## src/rtl/soc_uart_tx_mmio_pkg.sv

```systemverilog
// soc_uart_tx_mmio_pkg: shared register map, STATUS layout and TX FSM encoding
package soc_uart_tx_mmio_pkg;
    localparam logic [31:0] BASE_ADDR_DEF = 32'h0040_0000;
    localparam logic [2:0] UART_TXDATA = 3'h0;
    localparam logic [2:0] UART_STATUS = 3'h4;
    localparam int ST_FULL = 0;
    localparam int ST_BUSY = 1;
    localparam int ST_OVF = 2;
    localparam int ST_COUNT_LSB = 8;
    typedef enum logic [1:0] {
        S_IDLE  = 2'd0,
        S_START = 2'd1,
        S_DATA  = 2'd2,
        S_STOP  = 2'd3
    } tx_state_t;
endpackage

```

## src/rtl/soc_sync_fifo.sv

```systemverilog
// soc_sync_fifo: synchronous FIFO with registered storage and occupancy count
module soc_sync_fifo #(
    parameter int WIDTH = 8,
    parameter int DEPTH = 8
) (
    input  logic                   clk,
    input  logic                   reset,
    input  logic                   push,
    input  logic [WIDTH-1:0]       din,
    input  logic                   pop,
    output logic [WIDTH-1:0]       dout,
    output logic [$clog2(DEPTH):0] count,
    output logic                   full,
    output logic                   empty
);
    localparam int AW = $clog2(DEPTH);
    localparam int NW = AW + 1;
    logic [WIDTH-1:0] mem [DEPTH];
    logic [AW-1:0] wr_ptr, rd_ptr;
    logic do_push, do_pop;
    assign empty = count == '0;
    assign full = count == NW'(DEPTH);
    assign do_pop = pop && !empty;
    assign do_push = push && (!full || do_pop);
    assign dout = mem[rd_ptr];
    // pointers wrap on their own because DEPTH is a power of two
    always_ff @(posedge clk or posedge reset) begin
        if (reset) begin
            wr_ptr <= '0;
            rd_ptr <= '0;
            count <= '0;
        end else begin
            wr_ptr <= wr_ptr + AW'(do_push);
            rd_ptr <= rd_ptr + AW'(do_pop);
            count <= count + NW'(do_push) - NW'(do_pop);
        end
    end
    // storage has no reset; only entries between the pointers are ever read
    always_ff @(posedge clk) begin
        if (do_push) mem[wr_ptr] <= din;
    end
endmodule

```

## src/rtl/soc_uart_tx_mmio.sv

```systemverilog
// soc_uart_tx_mmio: memory-mapped 8N1 UART transmitter with TX FIFO and status word
module soc_uart_tx_mmio
    import soc_uart_tx_mmio_pkg::*;
#(
    parameter logic [31:0] BASE_ADDR = BASE_ADDR_DEF,
    parameter int CLKS_PER_BIT = 868,
    parameter int FIFO_DEPTH = 8
) (
    input  logic        clk,
    input  logic        reset,
    input  logic [31:0] bus_addr,
    input  logic [31:0] bus_wdata,
    input  logic        bus_we,
    output logic [31:0] bus_rdata,
    output logic        sel,
    output logic        uart_tx
);
    localparam int CW = $clog2(CLKS_PER_BIT);
    localparam int NW = $clog2(FIFO_DEPTH) + 1;
    logic phase, ovf, wr, push, pop, full, empty, tick, tx_n, unused_wdata;
    logic [2:0] off, bit_idx, bit_n;
    logic [7:0] head, sh, sh_n;
    logic [NW-1:0] count;
    logic [CW-1:0] baud, baud_n;
    logic [31:0] status;
    tx_state_t state, state_n;
    assign sel = bus_addr[31:3] == BASE_ADDR[31:3];
    assign off = bus_addr[2:0];
    assign wr = phase && bus_we && sel;
    assign push = wr && off == UART_TXDATA;
    assign tick = baud == CW'(CLKS_PER_BIT - 1);
    assign unused_wdata = ^bus_wdata[31:8];
    assign bus_rdata = (sel && off == UART_STATUS) ? status : '0;
    soc_sync_fifo #(.WIDTH(8), .DEPTH(FIFO_DEPTH)) u_fifo (
        .clk(clk),
        .reset(reset),
        .push(push),
        .din(bus_wdata[7:0]),
        .pop(pop),
        .dout(head),
        .count(count),
        .full(full),
        .empty(empty)
    );
    // status word reflects registered state only, so a same-cycle store is not yet visible
    always_comb begin
        status = '0;
        status[ST_FULL] = full;
        status[ST_BUSY] = state != S_IDLE || !empty;
        status[ST_OVF] = ovf;
        status[ST_COUNT_LSB +: 8] = 8'(count);
    end
    // phase mirrors the core's FETCH/EXECUTE toggle; ovf is sticky until a STATUS store
    always_ff @(posedge clk or posedge reset) begin
        if (reset) begin
            phase <= 1'b0;
            ovf <= 1'b0;
        end else begin
            phase <= !phase;
            ovf <= (wr && off == UART_STATUS) ? 1'b0 : (push && full && !pop) ? 1'b1 : ovf;
        end
    end
    // transmitter state register; the line is registered so it never glitches
    always_ff @(posedge clk or posedge reset) begin
        if (reset) begin
            state <= S_IDLE;
            baud <= '0;
            bit_idx <= '0;
            sh <= '0;
            uart_tx <= 1'b1;
        end else begin
            state <= state_n;
            baud <= baud_n;
            bit_idx <= bit_n;
            sh <= sh_n;
            uart_tx <= tx_n;
        end
    end
    // next-state: STOP chains straight into START when more bytes are queued
    always_comb begin
        state_n = state;
        baud_n = tick ? '0 : baud + CW'(1);
        bit_n = bit_idx;
        sh_n = sh;
        pop = 1'b0;
        case (state)
            S_IDLE: begin
                baud_n = '0;
                pop = !empty;
                sh_n = empty ? sh : head;
                state_n = empty ? S_IDLE : S_START;
            end
            S_START: begin
                bit_n = tick ? '0 : bit_idx;
                state_n = tick ? S_DATA : S_START;
            end
            S_DATA: begin
                sh_n = tick ? sh >> 1 : sh;
                bit_n = tick ? bit_idx + 3'd1 : bit_idx;
                state_n = (tick && bit_idx == 3'd7) ? S_STOP : S_DATA;
            end
            default: begin
                pop = tick && !empty;
                sh_n = (tick && !empty) ? head : sh;
                state_n = !tick ? S_STOP : empty ? S_IDLE : S_START;
            end
        endcase
        tx_n = state_n == S_START ? 1'b0 : state_n == S_DATA ? sh_n[0] : 1'b1;
    end
endmodule

```

## config.mk

```make
export PLATFORM = sky130hd
export DESIGN_NAME = soc_uart_tx_mmio
export DESIGN_NICKNAME = d
export VERILOG_FILES = /design/src/rtl/soc_uart_tx_mmio_pkg.sv /design/src/rtl/soc_sync_fifo.sv /design/src/rtl/soc_uart_tx_mmio.sv
export SDC_FILE = /design/constraint.sdc
export NUM_CORES = 1
export LEC_CHECK = 0
export BUFFER_PORTS_ARGS = -buffer_cell sky130_fd_sc_hd__buf_2
export CAP_MARGIN = 10
export CORE_UTILIZATION = 43
export CTS_CLUSTER_DIAMETER = 100
export DETAILED_ROUTE_END_ITERATION = 10
export PLACE_DENSITY = 0.68
export SLEW_MARGIN = 40
export SYNTH_ARGS = -nofsm -noshare
export SYNTH_HDL_FRONTEND = slang
export SYNTH_HIERARCHICAL = 1
export SYNTH_SLANG_ARGS = --single-unit
export TNS_END_PERCENT = 1
```

## constraint.sdc

```tcl
create_clock -name clk -period 2.86 [get_ports clk]
set_input_delay 0.572 -clock clk [delete_from_list [all_inputs] [get_ports clk]]
set_output_delay 0.572 -clock clk [all_outputs]
set_load 0.02 [all_outputs]
```

# After elaboration in Yosys (flattened, before gate mapping)
# Memories as Yosys holds them, arrays and structs flattened.
# Index checks and enable logic that the tools add are counted.
classes:
  add_sub_neg: 6
  eq_ne: 12
  mux: 22
  bitwise: 1
  n_reduce_logical: 27
ops:
  columns: ["operator", "n"]
  rows:
  - ["== test 29 x 20 -> 1 bit, second input constant", 1]
  - ["2-to-1 mux 8 bit", 3]
  - ["case mux 8 bit (3 select lines)", 1]
  - ["2-to-1 mux 10 bit", 2]
  - ["2-to-1 mux 12 bit", 1]
  - ["logical AND 1 bit", 11]
  - ["adder 10 x 1 -> 10 bit, second input constant", 1]
  - ["== test 10 bit, second input constant", 1]
  - ["2-to-1 mux 1 bit", 8]
  - ["adder 3 x 1 -> 3 bit", 2]
  - ["== test 3 bit, second input constant", 2]
  - ["2-to-1 mux 3 bit", 2]
  - ["!= test 2 bit, second input constant", 3]
  - ["case mux 2 bit (3 select lines)", 1]
  - ["case mux 3 bit (2 select lines)", 1]
  - ["nonzero test 2 bit", 3]
  - ["adder 4 x 1 -> 4 bit", 1]
  - ["== test 2 x 1 -> 1 bit, second input constant", 2]
  - ["== test 2 bit, second input constant", 2]
  - ["== test 4 bit, second input constant", 1]
  - ["zero test 1 bit", 4]
  - ["zero test 4 bit", 1]
  - ["2-to-1 mux 2 bit", 2]
  - ["AND reduction 4 bit", 1]
  - ["10 further kinds", 11]
totals:
  register_bits: 36
  ram_bits: 64
  in_bits: 67
  output_inout_bits: 34
  word_cells: 80
  mem_count: 1
mem_list:
  columns: ["name", "depth", "width", "read_ports", "rd_ports_with_merged_regs", "wr", "line", "text"]
  rows:
  - ["u_fifo.mem", 8, 8, 1, 0, 1, "soc_sync_fifo.sv:18", "logic [WIDTH-1:0] mem [DEPTH];"]

# Depth between registers and ports, before layout
# Gate-level depths: netlist of run 1.
depth:
  word_depth: 9
  ltp_mapped: 12
  ltp_nobuf: 11

# By module
# The synthesis of run 1 kept the hierarchy.
modules_own_cells:
  columns: ["mod", "instances", "cells_each", "area_each_um2"]
  rows:
  - ["soc_sync_fifo", 1, 145, 3060.4]
  - ["soc_uart_tx_mmio", 1, 186, 1739.2]

# Worst setup path after synthesis of run 1
# No wires, ideal clock.
synth_timing:
  path_kind: "input to register"
  startpoint: "in bus_addr[11]"
  endpoint: "mem u_fifo.mem[2][0] (enable)"
  arrival_ns: 2.763
  setup_slack_ns: -0.301
  path_stages: 7
  n_path_buf: 0
  cell_sequence: "nor4_2 -> nand4_1 -> nor4_4 -> nand2_1 -> nor2_1 -> o21ai_2 -> nor4b_1"
synth_via:
  elab_chain_len: 6
synth_rtl:
  columns: ["element", "line", "text"]
  rows:
  - ["from (decl)", "soc_uart_tx_mmio.sv:11", "input logic [31:0] bus_addr,"]
  - ["== test 29 x 20 -> 1 bit", "soc_uart_tx_mmio.sv:27", "assign sel = bus_addr[31:3] == BASE_ADDR[31:3];"]
  - ["logical AND 1 bit", "soc_uart_tx_mmio.sv:29", "assign wr = phase && bus_we && sel;"]
  - ["logical AND 1 bit", "soc_uart_tx_mmio.sv:30", "assign push = wr && off == UART_TXDATA;"]
  - ["net push", "soc_uart_tx_mmio.sv:20", "logic phase, ovf, wr, push, pop, full, empty, tick, tx_n, unused_wdata;"]
  - ["logical AND 1 bit", "soc_sync_fifo.sv:24", "assign do_push = push && (!full || do_pop);"]
  - ["2-to-1 mux 1 bit", "soc_sync_fifo.sv:40", "if (do_push) mem[wr_ptr] <= din;"]
  - ["2-to-1 mux 1 bit (not written as such)", "soc_sync_fifo.sv:40", null]
  - ["to (decl)", "soc_sync_fifo.sv:18", null]
# The timed path passes the listed nets, and every way through them passes these cells.

# Final worst setup path of run 1
layout_timing:
  startpoint: "reg u_fifo.count[2]"
  endpoint: "reg u_fifo.count[3]"
layout_via:
  elab_chain_len: 9
  elab_cells_between_ends: 11
  classes_between: "add/sub: 2; eq/ne: 1; mux: 1; reduce/logical: 7"
layout_rtl:
  columns: ["element", "line", "text"]
  rows:
  - ["from (decl)", "soc_sync_fifo.sv:12", "output logic [$clog2(DEPTH):0] count,"]
  - ["from (signal assigned)", "soc_sync_fifo.sv:35", "count <= count + NW'(do_push) - NW'(do_pop);"]
  - ["zero test 4 bit (*)", "soc_sync_fifo.sv:21", "assign empty = count == '0;"]
  - ["net empty", "soc_uart_tx_mmio.sv:20", null]
  - ["zero test 1 bit (*)", "soc_uart_tx_mmio.sv:89, soc_uart_tx_mmio.sv:103", null]
  - ["logical AND 1 bit", "soc_uart_tx_mmio.sv:103", "pop = tick && !empty;"]
  - ["case mux 1 bit (2 select lines) (*)", "soc_uart_tx_mmio.sv:86", "case (state)"]
  - ["net pop", "soc_uart_tx_mmio.sv:20", null]
  - ["logical AND 1 bit (*)", "soc_sync_fifo.sv:23", "assign do_pop = pop && !empty;"]
  - ["logical OR 1 bit", "soc_sync_fifo.sv:24", null]
  - ["logical AND 1 bit", "soc_sync_fifo.sv:24", null]
  - ["adder 4 x 1 -> 4 bit", "soc_sync_fifo.sv:35", null]
  - ["subtractor 4 x 1 -> 4 bit (*)", "soc_sync_fifo.sv:35", null]
# The timed path passes the listed nets; every way through them passes the cells marked *.
# A chain may end at the register's enable or synchronous reset.

==> flow_summary.ini, run 1 <==
[logic_synthesis]
yosysUniqueCellTypes = 59
synth_largest_area_cell = edfxtp_1
mappedNetlistArea_um2 = 4800
synth_edf_count = 64
syn_inst = 331
syn_area_per_cell_um2 = 14.50
async_flop_share_pct = 36.00
synthFlopType = edfxtp_1
synth-seq-cells = 100
ys_seq_area_share_pct = 58.84
synth.area.top_cells = edfxtp_1 40%, dfrtp_1 18%, mux4_1 8.2%, buf_4 3.9%, ha_1 3.1%
yosysTopAreaCellShare_pct = 40.04
yosys_warnings = 6

[clock_network]
cts.sinks = 100
ctsResizeCount = 0
h-tree-depth = 3
path_clk_slew_ps = 110
postCtsHoldBufs = 0
clock_latency_ps = 380
cts_setup_buffers = 0
cts_buffers = 9
root_buffer = clkbuf_8
cts_tree = yes
clockBufferDepth = 2

[sta]
period_share_pct = 94.44
max_freq_ghz = 0.3702
setup_ws_ps = 159.0
hold_viol_final = 0
timing.hold.ws_ps = 164.4
tightest_slew_ps = 621.4
skew_ps = 20.20
finalMaxSlewViolations = 0
setup_tns_ps = 0
fin_crit_ps = 2701
rsz0062_at_grt = false
finalSetupViolCount = 0
maxSlewHeadroom_pct = 58.30

[critical_path]
path_cells = inv_1 -> ha_1 -> nor3b_1 -> buf_4 -> o31ai_4 -> nand2b_1 -> or2_2 -> ha_1 -> a21o_1 -> a21oi_1 -> xor2_1
path_class = flop to flop
crit_required_ps = 3170
r2r_cells = 11
cp.buffers_inverters = 2
cp_slowest_cell = dfrtp_1
arrival_ps = 3010
cp_num_cells = 11
crit_family = simple AND/OR/NAND/NOR gates
endpoint_kind = flop
critical_path.max_fanout = 6
slowest_delay_ps = 360
crit_path_start_kind = flop
cp_common_cell = ha_1

[floorplan]
die_w_um = 107.7
start_util_pct = 44.28
ios = 101
core-area_um2 = 10840
num_rows = 38
dieArea_um2 = 11590
die_y_um = 107.7

[drt]
drt_iter0_drc = 78
viasPerCell = 5.121
firstDrtPassIters = 4
via_count = 2786
drc = 0
routed_wl_um = 8503
drtAntennaViolNets = 0
wire_per_inst_um = 15.63

[finish]
layout-drive-gt1-share_pct = 29.46
fin_util_pct = 50.00
syn_to_final_growth_pct = 12.93
n_antenna_cell = 0
fin_nets = 479
final_area_um2 = 5420
instances_no_fill = 544

[placed_design]
dpl.cell_count = 528
place.gp.congestion = 0.7564
placed_cell_area_um2 = 5215
portBuffers = 51
dp_hpwl_um = 5970
place_ws_ps = 109.3

[pwr]
vdd_drop_max_v = 0.0003249
p_per_area_nw_per_um2 = 466.9
p_leak_nw = 2.245
power_mw = 2.530

[grt]
grt_pass1_vias = 2815
grt_pass1_wl_um = 14250
grt_max_degree = 27
grt_usage_pct = 16.44
antenna_found_initial = 0
gr-total-overflow = 0

[status]
status = finished, final reports clean

[job]
cap_violations = 0

[min_path]
hold_path.class = primary input to asynchronous set/reset pin
## layout make-up
| type | instances | area (um^2) |
|---|---|---|
| Timing Repair Buffer | 70 | 410.4 |
| Inverter | 20 | 75.07 |
| Tap cell | 140 | 175.2 |
| Clock buffer | 9 | 123.9 |
| Clock inverter | 7 | 75.07 |
| Multi-Input combinational cell | 198 | 1737 |
| Sequential cell | 100 | 2824 |
| Fill cell | 938 | 5420 |
## cells by family (layout without fill, tap and decap cells)
logic type / after synthesis / count (layout) / share of synthesized area [%]
flops: 100 / 100 / 58.84
mux: 25 / 25 / 10.77
compound gates: 31 / 31 / 5.475
other cells: 1 / 25 / 0.07813
fa+ha+maj: 13 / 13 / 3.545
simple gates: 91 / 91 / 11.81
buf+inv: 57 / 106 / 7.117
xor+xnor: 13 / 13 / 2.372
## registers in the layout, indices dropped and copies added (netlist names)
name           count
u_fifo/mem        64
baud              10
sh                 8
u_fifo/count       4
bit_idx            3
u_fifo/rd_ptr      3
u_fifo/wr_ptr      3
state              2
ovf                1
phase              1
uart_tx            1
## per-layer routing
layer / wire length (um) / global-route usage [%] / up-vias
li1: - / - / 1337
met3: 252 / 4.116 / 9
met4: 81 / 4.697 / 0
met2: 4401 / 28.80 / 52
met1: 3767 / 20.01 / 1388
met5: 0 / 0 / -
## power breakdown
part / internal, mW / total (mW) / switching [mW]
combinational: 0.0240 / 0.0855 / 0.0616
clock: 0.347 / 0.907 / 0.560
sequential: 1.54 / 1.54 / 0.0000000000405
total: 1.91 / 2.53 / 0.621
## cells in the final DEF, fill, tap and decap left out, types with 2 or more instances in the layout
master	n
inv_8	3
and2_1	2
a21oi_1	6
xor2_1	10
inv_2	2
buf_4	18
nor2b_1	2
and3_2	5
mux2_2	8
nor4b_1	3
and4b_1	2
ha_1	12
nor4_1	3
xnor2_1	3
o221ai_1	2
o21ai_0	7
nand2_1	13
a221o_1	6
nand2b_1	3
clkbuf_8	9
nor3_1	5
nor2_1	24
buf_2	51
dfrtp_1	35
nand4_1	4
nor4_2	3
and3_1	6
mux4_1	15
edfxtp_1	64
conb_1	25
inv_1	18
nand3_1	4
## cells in the mapped netlist, drive strengths merged (2+ instances only)
library cell,n
edfxtp,64
dfrtp,35
buf,32
nor2,24
inv,20
mux4,16
nand2,13
ha,12
and3,11
xor2,10
o21ai,9
mux2,8
nor4,7
a21oi,6
a221o,6
nand3,6
clkbuf,5
nor3,5
nand4,4
nor4b,4
nand2b,3
xnor2,3
a31oi,2
and2,2
and4b,2
and4bb,2
nor2b,2
nor3b,2
o221ai,2
## worst paths after layout
kind / startpoint / to / slack [ps]
worst max-delay path: u_fifo/count[2]$_DFF_PP0_ / u_fifo/count[3]$_DFF_PP0_ / 160
worst min-delay path: reset / u_fifo/wr_ptr[0]$_DFF_PP0_ / 160
worst max register to register: u_fifo/count[2]$_DFF_PP0_ / u_fifo/count[3]$_DFF_PP0_ / 160
worst min register to register: phase$_DFF_PP0_ / phase$_DFF_PP0_ / 430
max in group asynchronous: reset / uart_tx$_DFF_PP1_ / 2090
min in group clk: phase$_DFF_PP0_ / phase$_DFF_PP0_ / 430
Note: power is estimated with default switching activity, not from simulation.
==> inputs of run 2 (changes only) <==
ABC_AREA = 1   (was not set)
CORE_ASPECT_RATIO = 2   (was not set)
PLACE_DENSITY = not set   (was 0.68)
clock period = 2.83 ns   (was 2.86 ns; I/O delays follow)
==> run 2 against run 1 <==
- critical path depth increased by 1
- flip-flop and latch count stayed put
- register-to-register slack improved by 70 ps
- largest cell class unchanged
- global-route usage rose by 0.91 points
- power increased by 12%
- die area up 8.5%
- sequential share of layout area decreased by 3.5 points
- fmax is 4.0% higher
- clock power rose by 31%
==> flow_summary.ini, run 2 <==
[critical_path]
r2r-start = baud[0]$_DFF_PP0_
endpoint_kind = flop
arrival_ps = 2810
crit_path_start_kind = flop
critical_path.max_fanout = 9
r2r_end = u_fifo/count[1]$_DFF_PP0_
path_class = flop to flop
crit_required_ps = 3040
r2r_cells = 12
ff2ff_setup_slack_ps = 230

[pwr]
seq_power_share_pct = 54.8
p_leak_nw = 2.832
p_int_mw = 2.198
pwr-share-clk_pct = 42.0
p_per_area_nw_per_um2 = 487.7
comb_power_share_pct = 3.2
vdd_drop_max_v = 0.0003132
switching_share_pct = 22.47
power_switching_uw = 637.3

[logic_synthesis]
ys_seq_area_share_pct = 54.25
synthXorXnorAreaFrac_pct = 1.010
yosysMostFrequentCell = nand2_1
synthMuxAreaShare_pct = 0
syn_inst = 579
syn_area_per_cell_um2 = 8.990
synth.area.top_cells = edfxtp_1 37%, dfrtp_1 17%, nand2_1 9.6%, inv_1 8.1%, nand3_1 4.6%
yosys_warnings = 6
synth_top_family_by_area = simple AND/OR/NAND/NOR gates
mappedNetlistArea_um2 = 5205
synth_edf_count = 64
synth_common_cells = 133 x nand2_1, 113 x inv_1, 64 x edfxtp_1, 60 x nor2_1, 48 x nand3_1
async_flop_share_pct = 36.00
synthFlopType = edfxtp_1
yosysTopAreaCellShare_pct = 36.92
yosysUniqueCellTypes = 39
synth-seq-cells = 100
synth-adder-area-share_pct = 3.269
synth_largest_area_cell = edfxtp_1
synth-simple-area-share_pct = 23.68
synth_compound_area_share_pct = 3.486

[finish]
regArea_um2 = 2824
top_register = u_fifo/mem
largest_reg_flops = 64
multiInputGateArea_um2 = 1730
layout-drive-gt1-share_pct = 16.59
syn_to_final_growth_pct = 11.71
final_area_um2 = 5814
fill_cells = 1102
fin_nets = 720
largestRegisters = u_fifo/mem: 64 flops, baud: 10 flops, sh: 8 flops
final_cell_mix = 133 x nand2_1, 113 x inv_1, 64 x edfxtp_1
final_common_cell = nand2_1
n_antenna_cell = 0

[clock_network]
cts.sinks = 100
cts_tree = yes
cts_buffers = 9
cts_setup_buffers = 0
clockBufferDepth = 2
clock_latency_ps = 340
path_clk_slew_ps = 70
root_buffer = clkbuf_16
h-tree-depth = 3
ctsResizeCount = 0
postCtsHoldBufs = 0

[grt]
grt_pass1_wl_um = 16150
grt_usage_pct = 17.35
antenna_found_initial = 0
grt_pass1_vias = 3453
gr-total-overflow = 0
grt_max_degree = 34

[floorplan]
die_y_um = 157.6
num_rows = 56
dieArea_um2 = 12570
start_util_pct = 44.22
ios = 101
die_w_um = 79.80
core-area_um2 = 11770

[drt]
drtAntennaViolNets = 0
drt_iter0_drc = 162
via_count = 3749
wire_per_inst_um = 13.14
viasPerCell = 4.746
firstDrtPassIters = 4
drc = 0
routed_wl_um = 10380

[placed_design]
dp_hpwl_um = 7695
placed_cell_area_um2 = 5523
place.gp.congestion = 0.8029
place_ws_ps = 242.1
portBuffers = 51

[sta]
max_freq_ghz = 0.3849
hold_viol_final = 0
setup_ws_ps = 231.9
rsz0062_at_grt = false
finalMaxSlewViolations = 0
finalSetupViolCount = 0
skew_ps = 8.668
period_share_pct = 91.81
setup_tns_ps = 0
fin_crit_ps = 2598

[status]
status = finished, final reports clean

[job]
cap_violations = 0

[min_path]
hold_path.class = primary input to asynchronous set/reset pin
## run 2: cell count changes after synthesis, moves of 5 or more
cell     before  now
a221o_1       6    0
mux4_1       15    0
nand3_1       4   48
mux2_2        8    0
and3_1        6    0
nand2_1      13  133
a22oi_1       0    5
nor2_1       24   60
and3_2        5    0
inv_1        19  113
nand2_2       0   13
## run 2: how the worst max path moves through the flow
stage	slack [ps]	to	from	cells after the start
6_report	230	u_fifo/count[1]$_DFF_PP0_	baud[0]$_DFF_PP0_	12
5_1_grt	50	u_fifo/count[1]$_DFF_PP0_	baud[0]$_DFF_PP0_	12
4_1_cts	230	u_fifo/count[1]$_DFF_PP0_	baud[0]$_DFF_PP0_	12
3_5_place_dp	240	u_fifo/count[1]$_DFF_PP0_	baud[0]$_DFF_PP0_	12
3_3_place_gp	290	u_fifo/count[1]$_DFF_PP0_	baud[0]$_DFF_PP0_	12
2_1_floorplan	490	u_fifo/count[1]$_DFF_PP0_	baud[0]$_DFF_PP0_	12
## run 2: layout make-up
class,instances,area share (%)
clock buffers,9,3.873
clock inverters,7,1.141
inverters,115,7.467
multi-input cells,350,29.76
flip-flops and latches,100,48.57
well taps,145,3.120
repair buffers,64,6.068
## run 2: logic make-up (layout without fill, tap and decap cells)
logic type                 count (synthesis)  after routing
other                                      1             25
DFF                                      100            100
AOI/OAI and AO/OA                         28             28
xor gates and xnor gates                   6              6
buffers and inverters                    153            195
adders and majority gates                 13             13
and+or+nand+nor                          278            278
## run 2: power by group through the flow
stage	combinational, mW	sequential, mW	clock, mW
global placement	0.0886	1.59	0
detailed placement	0.0910	1.59	0
floorplan	0.0725	1.59	0
finish	0.0898	1.55	1.19
global route	0.101	1.55	1.28
CTS	0.0911	1.55	1.23
## run 2: critical path, cell delays in order (launching register included)
cell,delay (ps)
dfrtp_1,390
ha_1,250
nand2_1,90
nor2_2,130
nand3_4,130
nor2_4,160
nand2_2,80
nand2_4,120
nand2_1,110
or2_2,330
nand2_1,70
ha_1,180
fa_1,430
## run 2: through the flow
stage               total power [mW]  instances  util [%]  hold WS, ps
floorplan                      1.660        603         -        394.2
global placement               1.675        774     46.92        405.4
detailed placement             1.677        774     46.92        415.5
CTS                            2.871        790     49.39        202.7
global route                   2.937        790     49.39        228.4
finish                         2.836        790     49.39        199.1
## run 2: routing by layer
metal / wire (um) / share of wire (%) / vias to the layer above / global-route usage, %
li1: - / - / 1876 / -
met1: 3793 / 37 / 1804 / 17.62
met2: 6179 / 60 / 59 / 33.94
met3: 268 / 2.6 / 10 / 3.343
met4: 138 / 1.3 / 0 / 6.122
met5: 0 / 0 / - / 0
